**src/rtl/sdram_port_arbiter.sv**
```systemverilog
// Two-port round-robin command arbiter in front of the SDRAM controller.
// Optional WAIT_ACK watchdog with sticky ERR is built when SDRAM_ARB_TIMEOUT_EN is defined.
module sdram_port_arbiter #(
    parameter int ASIZE   = 23,
    parameter int TIMEOUT = 255
) (
    input  logic             CLK,
    input  logic             RESET,
    input  logic             INIT_DONE,
    input  logic             P0_REQ,
    input  logic [1:0]       P0_CMD,
    input  logic [ASIZE-1:0] P0_ADDR,
    output logic             P0_ACK,
    input  logic             P1_REQ,
    input  logic [1:0]       P1_CMD,
    input  logic [ASIZE-1:0] P1_ADDR,
    output logic             P1_ACK,
    output logic [2:0]       CMD,
    output logic [ASIZE-1:0] ADDR,
    input  logic             CMD_ACK,
    output logic             BUSY,
    output logic             ERR
);

    typedef enum logic [1:0] {IDLE, ISSUE, WAIT_ACK, GAP} state_t;

    localparam logic [2:0] CMD_NOP = 3'b000;

    state_t           state, state_nxt;
    logic             sel, sel_nxt;
    logic             last, last_nxt;
    logic [1:0]       cmd_lat, cmd_lat_nxt;
    logic [ASIZE-1:0] addr_lat, addr_lat_nxt;
    logic [2:0]       cmd_nxt;
    logic [ASIZE-1:0] addr_nxt;
    logic             p0_ack_nxt, p1_ack_nxt;
    logic             grant_any, grant_p1;
    logic             timeout_hit;

    // Port 1 wins when alone, or when both request and port 0 won last time.
    assign grant_any = INIT_DONE && (P0_REQ || P1_REQ);
    assign grant_p1  = P1_REQ && (!P0_REQ || !last);

`ifdef SDRAM_ARB_TIMEOUT_EN
    localparam logic [15:0] TO_LAST = 16'(TIMEOUT - 1);

    logic [15:0] to_cnt;

    assign timeout_hit = (to_cnt == TO_LAST);

    always_ff @(posedge CLK) begin
        if (RESET) begin
            to_cnt <= '0;
            ERR    <= 1'b0;
        end else begin
            if (state == ISSUE)
                to_cnt <= '0;
            else if (state == WAIT_ACK)
                to_cnt <= to_cnt + 16'd1;
            // A CMD_ACK in the limit cycle is a normal completion, not an error.
            if (state == WAIT_ACK && !CMD_ACK && timeout_hit)
                ERR <= 1'b1;
        end
    end
`else
    logic unused_timeout;

    assign unused_timeout = (TIMEOUT == 0);
    assign timeout_hit    = 1'b0;
    assign ERR            = 1'b0;
`endif

    always_comb begin
        // NOTE: every signal gets a default first so no branch can infer a latch.
        state_nxt    = state;
        sel_nxt      = sel;
        last_nxt     = last;
        cmd_lat_nxt  = cmd_lat;
        addr_lat_nxt = addr_lat;
        cmd_nxt      = CMD;
        addr_nxt     = ADDR;
        p0_ack_nxt   = 1'b0;
        p1_ack_nxt   = 1'b0;

        unique case (state)
            IDLE: begin
                if (grant_any) begin
                    sel_nxt      = grant_p1;
                    last_nxt     = grant_p1;
                    cmd_lat_nxt  = grant_p1 ? P1_CMD  : P0_CMD;
                    addr_lat_nxt = grant_p1 ? P1_ADDR : P0_ADDR;
                    // Null commands are acknowledged without touching the controller.
                    if (cmd_lat_nxt == 2'b00) begin
                        state_nxt  = GAP;
                        p0_ack_nxt = !grant_p1;
                        p1_ack_nxt = grant_p1;
                    end else begin
                        state_nxt = ISSUE;
                    end
                end
            end
            ISSUE: begin
                cmd_nxt   = {1'b0, cmd_lat};
                addr_nxt  = addr_lat;
                state_nxt = WAIT_ACK;
            end
            WAIT_ACK: begin
                if (CMD_ACK || timeout_hit) begin
                    cmd_nxt    = CMD_NOP;
                    p0_ack_nxt = !sel;
                    p1_ack_nxt = sel;
                    state_nxt  = GAP;
                end
            end
            GAP: begin
                state_nxt = IDLE;
            end
            default: begin
                state_nxt = IDLE;
            end
        endcase
    end

    always_ff @(posedge CLK) begin
        // NOTE: non-blocking so every register samples the pre-edge values.
        if (RESET) begin
            state    <= IDLE;
            sel      <= 1'b0;
            last     <= 1'b1;
            cmd_lat  <= 2'b00;
            addr_lat <= '0;
            CMD      <= CMD_NOP;
            ADDR     <= '0;
            P0_ACK   <= 1'b0;
            P1_ACK   <= 1'b0;
            BUSY     <= 1'b0;
        end else begin
            state    <= state_nxt;
            sel      <= sel_nxt;
            last     <= last_nxt;
            cmd_lat  <= cmd_lat_nxt;
            addr_lat <= addr_lat_nxt;
            CMD      <= cmd_nxt;
            ADDR     <= addr_nxt;
            P0_ACK   <= p0_ack_nxt;
            P1_ACK   <= p1_ack_nxt;
            BUSY     <= (state_nxt != IDLE);
        end
    end

endmodule

```
**config.mk**
```make
export PLATFORM = sky130hd
export DESIGN_NAME = sdram_port_arbiter
export DESIGN_NICKNAME = d
export VERILOG_FILES = /design/src/rtl/sdram_port_arbiter.sv
export SDC_FILE = /design/constraint.sdc
export NUM_CORES = 1
export LEC_CHECK = 0
export BUFFER_PORTS_ARGS = -buffer_cell sky130_fd_sc_hd__buf_2
export CAP_MARGIN = 30
export CORE_ASPECT_RATIO = 0.7
export CORE_UTILIZATION = 30
export DETAILED_ROUTE_END_ITERATION = 6
export GPL_TIMING_DRIVEN = 0
export PLACE_DENSITY = 0.6
export SYNTH_ARGS = -nofsm -noshare
export SYNTH_HDL_FRONTEND = slang
export SYNTH_SLANG_ARGS = --single-unit
```
**constraint.sdc**
```tcl
create_clock -name CLK -period 1.6 [get_ports CLK]
set_input_delay 0.08 -clock CLK [delete_from_list [all_inputs] [get_ports CLK]]
set_output_delay 0.08 -clock CLK [all_outputs]
set_load 0.005 [all_outputs]
```
==> impl_metrics.csv <==
group,metric,value,unit
yosys,synth-seq-cells,57,
clock_network,clockBufferDepth,2,
detailed_routing,wl_per_cell,13.8,um
finish,seq_area,1140,sq um
placement,placedCellCount,425,
finish,final_cell_mix,"83 x buf_2, 57 x dfxtp_1, 48 x mux2i_1",
setup_path,worstPathRequired,1.82,ns
finish,area_growth,38.5,%
finish,drive_gt1_frac,0.336,
pwr,p_leak,0.00146,uW
finish,final_cells,440,
clock_network,cts_inserted_buffers,9,
global_routing,antenna_found_initial,1,
finish,nFillCells,740,
sta,fin_skew,0.00568,ns
finish,final_common_cell,"buf_2",
detailed_routing,drcViolationCount,0,
clock_network,postCtsSetupBuffers,0,
detailed_routing,ant_nets,0,
clock_network,cts_tree,"built",
sta,report.final.setup_viol,0,
pwr,seq_power_share,0.342,
pwr,intPower,3790,uW
placement,port_buffers,82,
yosys,ys_types,31,
clock_network,cts_resized,7,
yosys,syn_inst,244,
setup_path,critPathLaunchType,"flop",
global_routing,gr-total-overflow,0,
clock_network,cts.sinks,57,
sta,rsz0062_at_grt,"no",
setup_path,endpoint_kind,"flop",
die,die_x,108,um
yosys,avgSynthCellArea,9.73,sq um
clock_network,clk_pin_slew,0.06,ns
sta,worst_pin_slew,0.507,ns
finish,diodes,0,
yosys,yosysWarnings,0,
sta,max_freq,678,MHz
pwr,p_sw_frac,0.273,
yosys,syn_area,2370,sq um
sta,fin_ws,0.125,ns
job,maxCapViolCount,0,
die,fp.dieH,76.4,um
sta,drv_slew,0,
clock_network,ctsHoldBuffers,0,
clock_network,h-tree-depth,3,
clock_network,insertion_delay,0.32,ns
detailed_routing,via_per_inst,4.62,
setup_path,critPathMaxFanout,10,
die,coreArea,7480,sq um
setup_path,critical_path_class,"flop to flop",
yosys,ys_seq_area_frac,0.481,
sta,timing.slew.headroom,0.662,
detailed_routing,dr.pass1.iters,4,
finish,fin_util,0.439,
pwr,clkPwrFrac,0.426,
status,status,"complete, no violations",
finish,multi_input_area,1120,sq um
die,pin_count,86,
sta,period_needed,1.47,ns
pwr,p_comb_frac,0.231,
detailed_routing,wirelength,6050,um
pwr,power.density,1590,nW/um^2
sta,hold_violations,0,
clock_network,cts-root-buf,"clkbuf_16",
hold_path,worstHoldPathType,"input port to flop",
sta,period_share,0.922,
global_routing,grt_usage,0.152,
placement,place_ws,-0.130,ns
global_routing,grt_pass1_vias,1870,
detailed_routing,initialDrtViolationCount,38,
global_routing,grt_max_degree,12,
pwr,ir_worst_vdd,0.533,mV
die,initial_utilization,0.317,
pwr,power.switching,1420,uW
finish,finalNetCount,396,
die,die_area,8280,sq um
detailed_routing,vias,2031,
placement,dp_hpwl,4430,um
die,fp-row-count,26,
global_routing,grt_pass1_wl,9450,um
placement,routabilityCongestion,0.801,
setup_path,cp.arrival,1.69,ns
-- critical path: stages, from the launching register on --
cell,delay (ns)
dfxtp_1,0.32
inv_1,0.09
ha_2,0.27
o211a_4,0.21
buf_4,0.18
nor2_1,0.05
a211oi_1,0.25
-- per-layer routing --
metal | up-vias | share of wire | GRT usage
li1 | 1037 | - | -
met1 | 914 | 0.48 | 0.203
met2 | 71 | 0.43 | 0.222
met3 | 7 | 0.080 | 0.0650
met4 | 2 | 0.0035 | 0.0405
met5 | - | 0.0021 | 0
-- kinds of logic after synthesis --
logic type	share of synthesized area
flops	0.481
mux	0.202
fa+ha+maj	0.0158
simple gates	0.101
other cells	0.00158
buf+inv	0.0564
compound gates	0.142
-- path summary, 6_finish.rpt --
| kind | start | to | slack (ns) | depth (start not counted) |
|---|---|---|---|---|
| worst max-delay path | state[0] | addr_lat[17] | 0.13 | 6 |
| worst min-delay path | P0_ADDR[8] | addr_lat[8] | 0.05 | 3 |
| worst max register to register | state[0] | addr_lat[17] | 0.13 | 6 |
| worst min register to register | cmd_lat[0] | CMD[0] | 0.45 | 2 |
-- flip-flops by register name (all words and copies together) (netlist names) --
register / cells
ADDR: 23
addr_lat: 23
CMD: 2
cmd_lat: 2
state: 2
BUSY: 1
P0_ACK: 1
P1_ACK: 1
last: 1
sel: 1
-- cells in the mapped netlist (all sizes together) --
master / number / area share
nor2: 35 / 0.055
o2111ai: 1 / 0.0037
a21oi: 20 / 0.042
a211oi: 10 / 0.032
or2: 1 / 0.0026
a21boi: 1 / 0.0047
nor2b: 4 / 0.011
and2: 1 / 0.0026
dfxtp: 57 / 0.48
nand4: 1 / 0.0026
o32ai: 2 / 0.0074
o311a: 1 / 0.0042
or2b: 1 / 0.0032
inv: 5 / 0.0079
a31oi: 1 / 0.0026
mux2i: 48 / 0.20
ha: 3 / 0.016
clkbuf: 10 / 0.016
nand3: 3 / 0.0063
o211ai: 1 / 0.0032
o31ai: 1 / 0.0032
buf: 9 / 0.033
o21ai: 15 / 0.032
nand2b: 2 / 0.0053
nand2: 8 / 0.013
o211a: 1 / 0.0042
a2bb2oi: 1 / 0.0037
conb: 1 / 0.0016
-- power groups by stage --
stage          combinational (uW)  sequential, uW  clock [uW]
2_1_floorplan                 801            1800           0
3_3_place_gp                 1140            1810           0
3_5_place_dp                 1170            1810           0
4_1_cts                      1200            1780        2270
5_1_grt                      1330            1810        2340
6_report                     1210            1780        2220
-- cell type report --
type                            instances  share of cell area
Buffer                                 18              0.0381
Clock buffer                           10              0.0727
Clock inverter                          6              0.0350
Inverter                                5             0.00571
Multi-Input combinational cell        164               0.339
Sequential cell                        57               0.347
Tap cell                               98              0.0373
Timing Repair Buffer                   82               0.125
-- metrics by stage --
stage | area (sq um) | TNS (ns) | total power, uW | hold slack [ns]
global placement | 2910 | -3.11 | 2950 | 0.375
floorplan | 2380 | 0 | 2600 | 0.239
finish | 3290 | 0 | 5210 | 0.0528
detailed placement | 2910 | -4.71 | 2980 | 0.379
CTS | 3280 | 0 | 5250 | 0.0446
global route | 3290 | 0 | 5490 | 0.0468
(Power assumes the default switching activity.)
